===== config.mk =====
export PLATFORM = sky130hd
export DESIGN_NAME = operand_fetch_flat
export DESIGN_NICKNAME = d
export VERILOG_FILES = /design/src/rtl/operand_fetch_pkg.sv /design/src/rtl/operand_fetch_if.sv /design/src/rtl/operand_fetch_scoreboard.sv /design/src/rtl/operand_fetch.sv /design/src/flat_wrapper.sv
export SDC_FILE = /design/constraint.sdc
export NUM_CORES = 1
export LEC_CHECK = 0
export BUFFER_PORTS_ARGS = -buffer_cell sky130_fd_sc_hd__buf_2
export CAP_MARGIN = 20
export CORE_UTILIZATION = 35
export DETAILED_ROUTE_END_ITERATION = 7
export SETUP_SLACK_MARGIN = 0.3
export SYNTH_ARGS = -nofsm -noshare
export SYNTH_HDL_FRONTEND = slang
export SYNTH_SLANG_ARGS = --single-unit

===== constraint.sdc =====
create_clock -name clk -period 7.1 [get_ports clk]
set_input_delay 0.71 -clock clk [delete_from_list [all_inputs] [get_ports clk]]
set_output_delay 0.71 -clock clk [all_outputs]
set_load 0.005 [all_outputs]

===== src/rtl/operand_fetch_pkg.sv =====
// Shared types and constants for the operand fetch / writeback controller.
package operand_fetch_pkg;

    localparam int AW     = 5;
    localparam int DATA_W = 32;

    localparam logic [AW-1:0] ZERO_REG = 5'd0;

    typedef enum logic {
        EMPTY = 1'b0,
        FULL  = 1'b1
    } ostate_t;

endpackage


===== src/rtl/operand_fetch_if.sv =====
// Issue, operand, writeback and register-file buses of the operand fetch block.
interface operand_fetch_if #(
    parameter int W = operand_fetch_pkg::DATA_W
);
    import operand_fetch_pkg::*;

    logic          iss_valid;
    logic          iss_ready;
    logic [AW-1:0] iss_rs;
    logic [AW-1:0] iss_rt;
    logic [AW-1:0] iss_rd;
    logic          iss_wr;

    logic          op_valid;
    logic          op_ready;
    logic [W-1:0]  op_rsd;
    logic [W-1:0]  op_rtd;
    logic [AW-1:0] op_rd;
    logic          op_wr;

    logic          wb_valid;
    logic [AW-1:0] wb_addr;
    logic [W-1:0]  wb_data;

    logic [AW-1:0] rsa;
    logic [AW-1:0] rta;
    logic [W-1:0]  rsd;
    logic [W-1:0]  rtd;
    logic [AW-1:0] wta;
    logic [W-1:0]  wtd;
    logic          cnt;

    // Pipeline and register file side.
    modport master (
        output iss_valid, iss_rs, iss_rt, iss_rd, iss_wr,
        output op_ready,
        output wb_valid, wb_addr, wb_data,
        output rsd, rtd,
        input  iss_ready,
        input  op_valid, op_rsd, op_rtd, op_rd, op_wr,
        input  rsa, rta, wta, wtd, cnt
    );

    // Operand fetch controller side.
    modport slave (
        input  iss_valid, iss_rs, iss_rt, iss_rd, iss_wr,
        input  op_ready,
        input  wb_valid, wb_addr, wb_data,
        input  rsd, rtd,
        output iss_ready,
        output op_valid, op_rsd, op_rtd, op_rd, op_wr,
        output rsa, rta, wta, wtd, cnt
    );

endinterface


===== src/rtl/operand_fetch_scoreboard.sv =====
// Busy-bit scoreboard: tracks registers with an outstanding write, flags
// RAW/WAW hazards and reports writebacks that arrive for idle registers.
module operand_fetch_scoreboard
    import operand_fetch_pkg::*;
#(
    parameter int NREG = 32
) (
    input  logic          clk,
    input  logic          rst_n,
    input  logic          set_en,
    input  logic [AW-1:0] set_addr,
    input  logic          clr_en,
    input  logic [AW-1:0] clr_addr,
    input  logic [AW-1:0] rs,
    input  logic [AW-1:0] rt,
    input  logic [AW-1:0] rd,
    input  logic          rd_wr,
    output logic          rs_fwd,
    output logic          rt_fwd,
    output logic          raw_haz,
    output logic          waw_haz,
    output logic          sb_err
);

    logic [NREG-1:0] busy_q;
    logic [NREG-1:0] busy_d;
    logic            rd_clr;
    logic            idle_wb;

    // A writeback landing this cycle resolves the dependency it targets.
    always_comb begin
        rs_fwd  = clr_en && (clr_addr == rs) && (rs != ZERO_REG);
        rt_fwd  = clr_en && (clr_addr == rt) && (rt != ZERO_REG);
        rd_clr  = clr_en && (clr_addr == rd);
        raw_haz = (busy_q[rs] && !rs_fwd) || (busy_q[rt] && !rt_fwd);
        waw_haz = rd_wr && (rd != ZERO_REG) && busy_q[rd] && !rd_clr;
        idle_wb = clr_en && (clr_addr != ZERO_REG) && !busy_q[clr_addr];
    end

    // Clear first, then set, so a same-cycle set on the same register wins.
    always_comb begin
        busy_d = busy_q;
        if (clr_en) begin
            busy_d[clr_addr] = 1'b0;
        end
        if (set_en && (set_addr != ZERO_REG)) begin
            busy_d[set_addr] = 1'b1;
        end
    end

    always_ff @(posedge clk) begin
        if (!rst_n) begin
            busy_q <= '0;
            sb_err <= 1'b0;
        end else begin
            busy_q <= busy_d;
            if (idle_wb) begin
                sb_err <= 1'b1;
            end
        end
    end

endmodule


===== src/rtl/operand_fetch.sv =====
// Operand fetch and writeback controller: drives register-file ports, selects
// operands (zero / forward / file), and registers one bundle toward the pipeline.
module operand_fetch
    import operand_fetch_pkg::*;
#(
    parameter int W    = DATA_W,
    parameter int NREG = 32
) (
    input  logic          clk,
    input  logic          rst_n,
    operand_fetch_if.slave bus,
    output logic          sb_err,
    output logic [15:0]   stall_cnt
);

    function automatic logic [15:0] sat_inc(input logic [15:0] v);
        return (v == 16'hFFFF) ? v : v + 16'd1;
    endfunction

    ostate_t       state_q;
    ostate_t       state_d;
    logic          rs_fwd;
    logic          rt_fwd;
    logic          raw_haz;
    logic          waw_haz;
    logic          hazard;
    logic          iss_ready;
    logic          accept;
    logic [W-1:0]  rsd_p0;
    logic [W-1:0]  rtd_p0;
    logic [W-1:0]  rsd_p1;
    logic [W-1:0]  rtd_p1;
    logic [AW-1:0] rd_p1;
    logic          wr_p1;
    logic [15:0]   stall_q;

    assign bus.rsa = bus.iss_rs;
    assign bus.rta = bus.iss_rt;
    assign bus.wta = bus.wb_addr;
    assign bus.wtd = bus.wb_data;
    assign bus.cnt = bus.wb_valid && (bus.wb_addr != ZERO_REG);

    operand_fetch_scoreboard #(
        .NREG (NREG)
    ) u_sb (
        .clk      (clk),
        .rst_n    (rst_n),
        .set_en   (accept && bus.iss_wr),
        .set_addr (bus.iss_rd),
        .clr_en   (bus.wb_valid),
        .clr_addr (bus.wb_addr),
        .rs       (bus.iss_rs),
        .rt       (bus.iss_rt),
        .rd       (bus.iss_rd),
        .rd_wr    (bus.iss_wr),
        .rs_fwd   (rs_fwd),
        .rt_fwd   (rt_fwd),
        .raw_haz  (raw_haz),
        .waw_haz  (waw_haz),
        .sb_err   (sb_err)
    );

    // p0: operand select
    always_comb begin
        rsd_p0 = bus.rsd;
        rtd_p0 = bus.rtd;
        if (bus.iss_rs == ZERO_REG) begin
            rsd_p0 = '0;
        end else if (rs_fwd) begin
            rsd_p0 = bus.wb_data;
        end
        if (bus.iss_rt == ZERO_REG) begin
            rtd_p0 = '0;
        end else if (rt_fwd) begin
            rtd_p0 = bus.wb_data;
        end
    end

    always_comb begin
        hazard    = raw_haz || waw_haz;
        iss_ready = !hazard && ((state_q == EMPTY) || bus.op_ready);
        accept    = bus.iss_valid && iss_ready;
    end

    assign bus.iss_ready = iss_ready;

    always_comb begin
        state_d = state_q;
        case (state_q)
            EMPTY: begin
                if (accept) begin
                    state_d = FULL;
                end
            end
            FULL: begin
                if (bus.op_ready && !accept) begin
                    state_d = EMPTY;
                end
            end
            default: state_d = EMPTY;
        endcase
    end

    always_ff @(posedge clk) begin
        if (!rst_n) begin
            state_q <= EMPTY;
            stall_q <= '0;
        end else begin
            state_q <= state_d;
            if (bus.iss_valid && hazard) begin
                stall_q <= sat_inc(stall_q);
            end
        end
    end

    // p1: registered operand bundle
    always_ff @(posedge clk) begin
        if (!rst_n) begin
            rsd_p1 <= '0;
            rtd_p1 <= '0;
            rd_p1  <= ZERO_REG;
            wr_p1  <= 1'b0;
        end else if (accept) begin
            rsd_p1 <= rsd_p0;
            rtd_p1 <= rtd_p0;
            rd_p1  <= bus.iss_rd;
            wr_p1  <= bus.iss_wr;
        end
    end

    assign bus.op_valid = (state_q == FULL);
    assign bus.op_rsd   = rsd_p1;
    assign bus.op_rtd   = rtd_p1;
    assign bus.op_rd    = rd_p1;
    assign bus.op_wr    = wr_p1;
    assign stall_cnt    = stall_q;

endmodule

===== src/flat_wrapper.sv =====
// flat-port wrapper written by rule: the top's interface ports become plain ports
module operand_fetch_flat import operand_fetch_pkg::*;
#(
    parameter int W    = DATA_W,
    parameter int NREG = 32
)
  (clk, rst_n, sb_err, stall_cnt, bus_iss_valid, bus_iss_rs, bus_iss_rt, bus_iss_rd, bus_iss_wr, bus_op_ready, bus_wb_valid, bus_wb_addr, bus_wb_data, bus_rsd, bus_rtd, bus_iss_ready, bus_op_valid, bus_op_rsd, bus_op_rtd, bus_op_rd, bus_op_wr, bus_rsa, bus_rta, bus_wta, bus_wtd, bus_cnt);
  operand_fetch_if #(.W(W)) bus_i ();
  input  logic clk;
  input  logic rst_n;
  output logic sb_err;
  output logic [15:0] stall_cnt;
  input wire logic [$bits(bus_i.iss_valid)-1:0] bus_iss_valid;
  input wire logic [$bits(bus_i.iss_rs)-1:0] bus_iss_rs;
  input wire logic [$bits(bus_i.iss_rt)-1:0] bus_iss_rt;
  input wire logic [$bits(bus_i.iss_rd)-1:0] bus_iss_rd;
  input wire logic [$bits(bus_i.iss_wr)-1:0] bus_iss_wr;
  input wire logic [$bits(bus_i.op_ready)-1:0] bus_op_ready;
  input wire logic [$bits(bus_i.wb_valid)-1:0] bus_wb_valid;
  input wire logic [$bits(bus_i.wb_addr)-1:0] bus_wb_addr;
  input wire logic [$bits(bus_i.wb_data)-1:0] bus_wb_data;
  input wire logic [$bits(bus_i.rsd)-1:0] bus_rsd;
  input wire logic [$bits(bus_i.rtd)-1:0] bus_rtd;
  output wire logic [$bits(bus_i.iss_ready)-1:0] bus_iss_ready;
  output wire logic [$bits(bus_i.op_valid)-1:0] bus_op_valid;
  output wire logic [$bits(bus_i.op_rsd)-1:0] bus_op_rsd;
  output wire logic [$bits(bus_i.op_rtd)-1:0] bus_op_rtd;
  output wire logic [$bits(bus_i.op_rd)-1:0] bus_op_rd;
  output wire logic [$bits(bus_i.op_wr)-1:0] bus_op_wr;
  output wire logic [$bits(bus_i.rsa)-1:0] bus_rsa;
  output wire logic [$bits(bus_i.rta)-1:0] bus_rta;
  output wire logic [$bits(bus_i.wta)-1:0] bus_wta;
  output wire logic [$bits(bus_i.wtd)-1:0] bus_wtd;
  output wire logic [$bits(bus_i.cnt)-1:0] bus_cnt;
  assign bus_i.iss_valid = bus_iss_valid;
  assign bus_i.iss_rs = bus_iss_rs;
  assign bus_i.iss_rt = bus_iss_rt;
  assign bus_i.iss_rd = bus_iss_rd;
  assign bus_i.iss_wr = bus_iss_wr;
  assign bus_i.op_ready = bus_op_ready;
  assign bus_i.wb_valid = bus_wb_valid;
  assign bus_i.wb_addr = bus_wb_addr;
  assign bus_i.wb_data = bus_wb_data;
  assign bus_i.rsd = bus_rsd;
  assign bus_i.rtd = bus_rtd;
  assign bus_iss_ready = bus_i.iss_ready;
  assign bus_op_valid = bus_i.op_valid;
  assign bus_op_rsd = bus_i.op_rsd;
  assign bus_op_rtd = bus_i.op_rtd;
  assign bus_op_rd = bus_i.op_rd;
  assign bus_op_wr = bus_i.op_wr;
  assign bus_rsa = bus_i.rsa;
  assign bus_rta = bus_i.rta;
  assign bus_wta = bus_i.wta;
  assign bus_wtd = bus_i.wtd;
  assign bus_cnt = bus_i.cnt;
  operand_fetch #(.W(W), .NREG(NREG)) u_core (.clk(clk), .rst_n(rst_n), .bus(bus_i), .sb_err(sb_err), .stall_cnt(stall_cnt));
endmodule

==> impl_metrics.prom, run 1 <==
# TYPE chip_impl_metric gauge
chip_impl_metric{name="totalWireLength",unit="mm"} 24.71
chip_impl_metric{name="initial_utilization",unit=""} 0.3609
chip_impl_info{name="rsz0062_at_grt",value="no"} 1
chip_impl_metric{name="die_extent_in_x",unit="um"} 147.1
chip_impl_info{name="run_status",value="completed"} 1
chip_impl_metric{name="globalRoute.totalOverflow",unit=""} 0
chip_impl_metric{name="pin_count_of_the_biggest_net_entering_global_routing",unit=""} 106
chip_impl_metric{name="worst_ep_required_time",unit="ps"} 7380
chip_impl_metric{name="groute.layer.met1.usage",unit=""} 0.2956
chip_impl_metric{name="dieHeight",unit="um"} 147.1
chip_impl_metric{name="dr_total_vias",unit=""} 7037
chip_impl_metric{name="route.detailed.vias_per_inst",unit=""} 5.502
chip_impl_metric{name="sequential_cell_area",unit="um^2"} 2402
chip_impl_metric{name="clk_pin_slew",unit="ps"} 60
chip_impl_info{name="cp-end-kind",value="register"} 1
chip_impl_metric{name="number_of_diodes",unit=""} 0
chip_impl_metric{name="antenna_found_initial",unit=""} 0
chip_impl_metric{name="place.port_buffers",unit=""} 258
chip_impl_metric{name="synth_nets",unit=""} 959
chip_impl_metric{name="gpl.final_weighted_congestion",unit=""} 0.8543
chip_impl_metric{name="groute.layer.met3.usage",unit=""} 0.04410
chip_impl_info{name="worstSetupPathType",value="input pin to register"} 1
chip_impl_metric{name="n_fill_cell",unit=""} 2086
chip_impl_metric{name="grt_first_pass_wirelength",unit="mm"} 37.63
chip_impl_metric{name="timing.slew.headroom",unit=""} 0.2401
chip_impl_metric{name="power.density",unit="nW/um^2"} 214.3
chip_impl_metric{name="timing_worst_slew_pin_value",unit="ps"} 1140
chip_impl_info{name="cts_tree",value="done"} 1
chip_impl_metric{name="post-cts-setup-buffers",unit=""} 0
chip_impl_metric{name="multi_input_gate_area",unit="um^2"} 4203
chip_impl_metric{name="synthesis.yosys.warnings",unit=""} 0
chip_impl_metric{name="design.die.area",unit="um^2"} 21650
chip_impl_info{name="most_heavily_used_metal_layer_in_global_routing",value="met2"} 1
chip_impl_metric{name="cts_resized",unit=""} 0
chip_impl_info{name="regToRegStartpoint",value="u_core.u_sb.busy_q[3]"} 1
chip_impl_info{name="critical_path.startpoint_type",value="input pin"} 1
chip_impl_metric{name="vdd.ir_drop.worst",unit="uV"} 134.0
chip_impl_metric{name="grt_util_met2",unit=""} 0.3592
chip_impl_metric{name="boundaryPins",unit=""} 259
chip_impl_metric{name="period_share",unit=""} 0.6229
chip_impl_metric{name="cp_max_fo",unit=""} 105
chip_impl_metric{name="power.total",unit="W"} 0.001910
chip_impl_metric{name="netlist_area",unit="um^2"} 7373
chip_impl_metric{name="yosys_register_bits",unit=""} 120
chip_impl_metric{name="ys_types",unit=""} 59
chip_impl_metric{name="setup-violations-final",unit=""} 0
chip_impl_metric{name="fin_nets",unit=""} 1119
chip_impl_metric{name="fin_util",unit=""} 0.4362
chip_impl_metric{name="setup_total_negative_slack",unit="ps"} 0
chip_impl_metric{name="r2r_slack",unit="ps"} 3540
chip_impl_metric{name="worst_ep_arrival_time",unit="ps"} 4700
chip_impl_metric{name="final_cell_area",unit="um^2"} 8912
chip_impl_metric{name="final_antenna_net_count",unit=""} 0
chip_impl_metric{name="skew",unit="ps"} 9.789
chip_impl_metric{name="cts_inserted_buffers",unit=""} 17
chip_impl_metric{name="hold-path-cell-count",unit=""} 2
chip_impl_info{name="hold_path_origin",value="u_core.bus.op_rsd[2]"} 1
chip_impl_metric{name="p_leak",unit="nW"} 3.604
chip_impl_metric{name="grt_use_total",unit=""} 0.2243
chip_impl_metric{name="final_layout_size_suffix_gt1_frac",unit=""} 0.3895
chip_impl_metric{name="insertion_delay",unit="ps"} 420
chip_impl_metric{name="synth-seq-area-share",unit=""} 0.3258
chip_impl_metric{name="syn-mean-instance-area",unit="um^2"} 8.820
chip_impl_metric{name="drv_slew",unit=""} 0
chip_impl_info{name="hold-path-endpoint",value="u_core.bus.op_rsd[2]"} 1
chip_impl_metric{name="ff2ff_path_depth",unit=""} 9
chip_impl_metric{name="pre_cts_slack",unit="ps"} 2187
chip_impl_metric{name="max_cap_violations",unit=""} 0
chip_impl_metric{name="layout-area-overhead-vs-synth",unit="%"} 20.87
chip_impl_metric{name="core",unit="um^2"} 20430
chip_impl_metric{name="detailed_place_hpwl",unit="mm"} 17.53
chip_impl_metric{name="holdBufCountCts",unit=""} 0
chip_impl_metric{name="placedInstanceArea",unit="um^2"} 8300
chip_impl_metric{name="hold_viol",unit=""} 0
chip_impl_metric{name="layout_min_cycle_time",unit="ps"} 4422
chip_impl_info{name="clockRootBuffer",value="sky130_fd_sc_hd__clkbuf_16"} 1
chip_impl_metric{name="routedWlPerCell",unit="um"} 19.32
chip_impl_metric{name="vias_in_the_first_global_route",unit=""} 6535
chip_impl_metric{name="final.setup.worst_slack",unit="ps"} 2678
chip_impl_metric{name="maxClockFrequency",unit="GHz"} 0.2261
chip_impl_metric{name="row_count",unit=""} 52
chip_impl_metric{name="syn-instance-count",unit=""} 836
chip_impl_info{name="r2r-end",value="u_core.bus.op_rd[1]"} 1
chip_impl_metric{name="async_reset_ff_frac",unit=""} 0
chip_impl_metric{name="cts_sinks",unit=""} 120
chip_impl_metric{name="detail_route.iter0.violations",unit=""} 529
chip_impl_info{name="worstHoldPathType",value="register to register"} 1
chip_impl_metric{name="max-clock-path-buffers",unit=""} 2
chip_impl_metric{name="ctsHtreeMaxLevel",unit=""} 4
chip_impl_metric{name="drt_first_pass_iters",unit=""} 5
chip_impl_metric{name="drcViolationCount",unit=""} 0
chip_impl_info{name="synth_top_flop_cell",value="sky130_fd_sc_hd__dfxtp_1"} 1
chip_impl_metric{name="synth_enable_flop_cells",unit=""} 0
[sequential cells by signal, summed over array words and instances, names as in the netlist]
name / count
u_core.bus.op_rd: 5
u_core.bus.op_valid: 1
u_core.bus.op_rtd: 32
u_core.bus.op_rsd: 32
u_core.u_sb.busy_q: 32
u_core.bus.op_wr: 1
u_core.stall_cnt: 16
u_core.u_sb.sb_err: 1
[cells in the final DEF, fill, tap and decap left out, types with 13 or more instances in the layout]
cell type / Yosys / final
sky130_fd_sc_hd__nand2_1: 107 / 107
sky130_fd_sc_hd__o21ai_0: 73 / 73
sky130_fd_sc_hd__clkbuf_16: 0 / 17
sky130_fd_sc_hd__buf_2: 10 / 257
sky130_fd_sc_hd__nand3_1: 84 / 84
sky130_fd_sc_hd__nand2b_1: 17 / 17
sky130_fd_sc_hd__dfxtp_1: 120 / 120
sky130_fd_sc_hd__o211ai_1: 28 / 28
sky130_fd_sc_hd__mux2_2: 56 / 56
sky130_fd_sc_hd__nor2_1: 14 / 13
sky130_fd_sc_hd__o31ai_1: 38 / 37
sky130_fd_sc_hd__mux4_2: 28 / 28
sky130_fd_sc_hd__mux2i_1: 14 / 14
[metrics by stage]
step	hold slack (ps)	cells
after detailed placement	439.3	1247
after global placement	433.4	1247
after global routing	461.2	1279
after CTS	447.3	1279
after floorplan	444.7	836
final	446.7	1279
[worst max-delay path by stage]
| stage | from | end | slack (ps) | depth (start not counted) |
|---|---|---|---|---|
| 5_1_grt | bus_iss_rs[1] | u_core.bus.op_rd[1] | 2280 | 10 |
| 2_1_floorplan | bus_iss_rs[0] | bus_iss_ready | 3990 | 6 |
| 3_3_place_gp | bus_iss_rs[1] | u_core.bus.op_rd[1] | 2280 | 10 |
| 4_1_cts | bus_iss_rs[1] | u_core.bus.op_rd[1] | 2600 | 10 |
| 6_report | bus_iss_rs[1] | u_core.bus.op_rd[1] | 2680 | 10 |
| 3_5_place_dp | bus_iss_rs[1] | u_core.bus.op_rd[1] | 2190 | 10 |
[cell families after synthesis]
logic type	count (synthesis)	share of synthesized area
simple gates	284	0.1941
compound gates	189	0.1636
buf+inv	129	0.1069
flops	120	0.3258
mux	98	0.1901
xor+xnor	15	0.01782
fa+ha+maj	1	0.001697
[critical path: stages]
cell and delay, ps:
sky130_fd_sc_hd__buf_2 320, sky130_fd_sc_hd__nor3_1 130, sky130_fd_sc_hd__nand2_1 410, sky130_fd_sc_hd__and4_2 950, sky130_fd_sc_hd__and3b_1 280, sky130_fd_sc_hd__nor3_2 270, sky130_fd_sc_hd__and3_4 870, sky130_fd_sc_hd__buf_4 460
sky130_fd_sc_hd__mux2i_1 240, sky130_fd_sc_hd__nor2_1 50
[metal layers]
layer  vias up  wire length, um
li1       3346                -
met1      3324            10900
met2       327            11470
met3        40             1751
met4         0              594
met5         -                0
[cells in the mapped netlist (all sizes together), types with 4 or more instances]
| cell | instances | area share |
|---|---|---|
| dfxtp | 120 | 0.33 |
| nand2 | 108 | 0.056 |
| o21ai | 85 | 0.058 |
| nand3 | 84 | 0.057 |
| buf | 78 | 0.080 |
| mux2 | 56 | 0.086 |
| clkbuf | 44 | 0.023 |
| o31ai | 38 | 0.039 |
| mux4 | 28 | 0.086 |
| o211ai | 28 | 0.029 |
| nand2b | 17 | 0.014 |
| nor2 | 15 | 0.0087 |
| mux2i | 14 | 0.019 |
| a21oi | 11 | 0.0080 |
| and3 | 8 | 0.0068 |
| nand3b | 8 | 0.0081 |
| xor2 | 8 | 0.0095 |
| xnor2 | 7 | 0.0083 |
| inv | 6 | 0.0031 |
| nand4 | 6 | 0.0051 |
| or3 | 6 | 0.0051 |
| nor3 | 5 | 0.0048 |
| o311ai | 5 | 0.0059 |
| o41ai | 5 | 0.0059 |
| or4 | 5 | 0.0056 |
| a22oi | 4 | 0.0041 |
| nand4b | 4 | 0.0048 |
| nor4 | 4 | 0.0034 |
[power by group]
group | internal (W) | switching [W]
clock network | 0.000563 | 0.000333
logic | 0.000114 | 0.000175
registers | 0.000706 | 0.0000179
[cell type report]
type,instances,area share
Clock buffer,18,0.04928
Clock inverter,14,0.01937
Inverter,7,0.002948
Multi-Input combinational cell,587,0.4716
Sequential cell,120,0.2695
Tap cell,270,0.03791
Timing Repair Buffer,263,0.1494
Power figures use the tool's default switching activity.
==> inputs of run 2 (changes only) <==
==> constraint.sdc (replaced) <==
create_clock -name clk -period 4.18 [get_ports clk]
set_input_delay 0.418 -clock clk [delete_from_list [all_inputs] [get_ports clk]]
set_output_delay 0.418 -clock clk [all_outputs]
set_load 0.005 [all_outputs]
==> run 2 against run 1 <==
- hold slack got worse by 89 ps
- final area grew 0.49%
- first-iteration DRC count up 4.2%
- worst setup slack worse by 1600 ps
- non-clock buffer count rose by 8
- sequential power increased by 70%
- die area unchanged
- critical path depth fell by 2
- clock skew down 1.5 ps
- combinational power is 71% higher
- sequential share of layout area fell by 0.13 points
- largest power group unchanged
==> impl_metrics.prom, run 2 (same netlist as run 1, synthesis figures left out) <==
# TYPE chip_impl_metric gauge
chip_impl_metric{name="boundaryPins",unit=""} 259
chip_impl_metric{name="worst_path_largest_cell_delay",unit="ps"} 570
chip_impl_metric{name="design.die.area",unit="um^2"} 21650
chip_impl_metric{name="dr_total_vias",unit=""} 7048
chip_impl_metric{name="initial_utilization",unit=""} 0.3609
chip_impl_metric{name="grt_use_total",unit=""} 0.2217
chip_impl_metric{name="totalWireLength",unit="mm"} 24.27
chip_impl_metric{name="setup-violations-final",unit=""} 0
chip_impl_metric{name="cp_max_fo",unit=""} 18
chip_impl_info{name="cp-end-kind",value="output port"} 1
chip_impl_metric{name="multi_input_gate_area",unit="um^2"} 4203
chip_impl_metric{name="routedWlPerCell",unit="um"} 18.88
chip_impl_metric{name="power.total",unit="W"} 0.003193
chip_impl_info{name="timing.critical_path.mode_cell",value="sky130_fd_sc_hd__buf_2"} 1
chip_impl_info{name="cts_tree",value="done"} 1
chip_impl_metric{name="worst_ep_arrival_time",unit="ps"} 2670
chip_impl_metric{name="core",unit="um^2"} 20430
chip_impl_metric{name="row_count",unit=""} 52
chip_impl_metric{name="clk_pin_slew",unit="ps"} 60
chip_impl_metric{name="drcViolationCount",unit=""} 0
chip_impl_info{name="clockRootBuffer",value="sky130_fd_sc_hd__clkbuf_16"} 1
chip_impl_info{name="worstHoldPathType",value="input pin to register"} 1
chip_impl_metric{name="insertion_delay",unit="ps"} 410
chip_impl_info{name="layout_common_cells",value="sky130_fd_sc_hd__buf_2, sky130_fd_sc_hd__dfxtp_1, sky130_fd_sc_hd__nand2_1"} 1
chip_impl_metric{name="post-cts-setup-buffers",unit=""} 0
chip_impl_info{name="rsz0062_at_grt",value="no"} 1
chip_impl_metric{name="hold_viol",unit=""} 0
chip_impl_info{name="run_status",value="completed"} 1
chip_impl_metric{name="layout-area-overhead-vs-synth",unit="%"} 21.47
chip_impl_metric{name="final.setup.worst_slack",unit="ps"} 1089
chip_impl_info{name="worstSetupPathType",value="input pin to output port"} 1
chip_impl_metric{name="skew",unit="ps"} 8.260
chip_impl_metric{name="ctsHtreeMaxLevel",unit=""} 4
chip_impl_metric{name="cts_inserted_buffers",unit=""} 17
chip_impl_metric{name="antenna_found_initial",unit=""} 0
chip_impl_metric{name="n_fill_cell",unit=""} 2068
chip_impl_metric{name="detailed_place_hpwl",unit="mm"} 17.36
chip_impl_metric{name="holdBufCountCts",unit=""} 0
chip_impl_metric{name="p_leak",unit="nW"} 3.639
chip_impl_metric{name="hold-worst-slack",unit="ps"} 357.4
chip_impl_metric{name="number_of_diodes",unit=""} 0
chip_impl_metric{name="layout_min_cycle_time",unit="ps"} 3091
chip_impl_metric{name="period_share",unit=""} 0.7395
chip_impl_metric{name="detail_route.iter0.violations",unit=""} 551
chip_impl_info{name="critical_path.startpoint_type",value="input pin"} 1
chip_impl_metric{name="timing_worst_slew_pin_value",unit="ps"} 738.1
chip_impl_metric{name="pre_cts_slack",unit="ps"} 789.1
chip_impl_metric{name="vias_in_the_first_global_route",unit=""} 6428
chip_impl_metric{name="vdd.ir_drop.worst",unit="uV"} 223.0
chip_impl_metric{name="place.port_buffers",unit=""} 258
chip_impl_metric{name="setup_total_negative_slack",unit="ps"} 0
chip_impl_metric{name="route.detailed.vias_per_inst",unit=""} 5.481
chip_impl_metric{name="final_antenna_net_count",unit=""} 0
chip_impl_metric{name="final_layout_size_suffix_gt1_frac",unit=""} 0.3937
chip_impl_metric{name="grt_first_pass_wirelength",unit="mm"} 37.16
chip_impl_metric{name="max_cap_violations",unit=""} 0
chip_impl_info{name="cp_slowest_cell",value="sky130_fd_sc_hd__mux4_2"} 1
chip_impl_metric{name="pin_count_of_the_biggest_net_entering_global_routing",unit=""} 71
chip_impl_metric{name="power.density",unit="nW/um^2"} 356.5
chip_impl_metric{name="fin_util",unit=""} 0.4384
chip_impl_metric{name="max-clock-path-buffers",unit=""} 2
chip_impl_metric{name="maxClockFrequency",unit="GHz"} 0.3235
chip_impl_metric{name="cts_sinks",unit=""} 120
chip_impl_metric{name="cts_resized",unit=""} 0
chip_impl_metric{name="globalRoute.totalOverflow",unit=""} 0
chip_impl_metric{name="drv_slew",unit=""} 0
chip_impl_metric{name="fin_nets",unit=""} 1127
chip_impl_metric{name="worst_ep_required_time",unit="ps"} 3760
chip_impl_metric{name="drt_first_pass_iters",unit=""} 5
chip_impl_metric{name="sequential_cell_area",unit="um^2"} 2402
chip_impl_metric{name="timing.slew.headroom",unit=""} 0.5079
chip_impl_metric{name="dieHeight",unit="um"} 147.1
chip_impl_info{name="layout_commonest_cell",value="sky130_fd_sc_hd__buf_2"} 1
chip_impl_info{name="path_cells",value="buf_2 > mux4_2 > a22oi_1 > o211ai_1 > o31ai_1 > o41a_1 > and3_1 > buf_2"} 1
chip_impl_metric{name="die_extent_in_x",unit="um"} 147.1
chip_impl_metric{name="gpl.final_weighted_congestion",unit=""} 0.8545
run 2: changes by cell type in the layout (fill, tap and decap cells not counted):
cell and change:
sky130_fd_sc_hd__clkinvlp_4 -1, sky130_fd_sc_hd__buf_4 +7, sky130_fd_sc_hd__clkinv_4 -2, sky130_fd_sc_hd__inv_6 +3, sky130_fd_sc_hd__bufinv_16 -1, sky130_fd_sc_hd__buf_12 +1
run 2: where the power goes:
| part | leakage (nW) | switching, W | total, W | internal [W] |
|---|---|---|---|---|
| logic | 2.37 | 0.000293 | 0.000495 | 0.000202 |
| registers | 0.978 | 0.0000325 | 0.00123 | 0.00120 |
| clock network | 0.288 | 0.000568 | 0.00147 | 0.000897 |
| total | 3.64 | 0.000894 | 0.00319 | 0.00230 |
run 2: cell type report:
type	instances	share of cell area
Inverter	7	0.002934
Tap cell	270	0.03772
Sequential cell	120	0.2682
Timing Repair Buffer	271	0.1567
Multi-Input combinational cell	587	0.4693
Clock inverter	13	0.01607
Clock buffer	18	0.04904
run 2: stage by stage:
stage,std cells,cell area (um^2)
after floorplan,836,7373
after global placement,1255,8373
after detailed placement,1255,8373
after CTS,1286,8956
after global routing,1286,8956
final,1286,8956
run 2: final timing paths:
kind                          startpoint               endpoint  slack, ps  cells after the start
setup / recovery           bus_iss_rd[1]          bus_iss_ready       1090                      8
setup reg to reg  u_core.u_sb.busy_q[15]  u_core.bus.op_rsd[10]       1220                      8
hold / removal                bus_rtd[3]   u_core.bus.op_rtd[3]        360                      4
hold reg to reg    u_core.bus.op_rsd[15]  u_core.bus.op_rsd[15]        450                      2
run 2: layer usage:
metal	part of all wire	up-vias	GRT usage
met5	0	-	0
met4	0.022	0	0.08247
met3	0.062	34	0.03540
met2	0.48	296	0.3653
met1	0.44	3354	0.2912
li1	-	3364	-
run 2: worst max-delay path: cells and delay by family:
kind            cells  cell delay [ps]
buf+inv             2              510
compound gates      4              920
mux                 1              570
simple gates        1              240
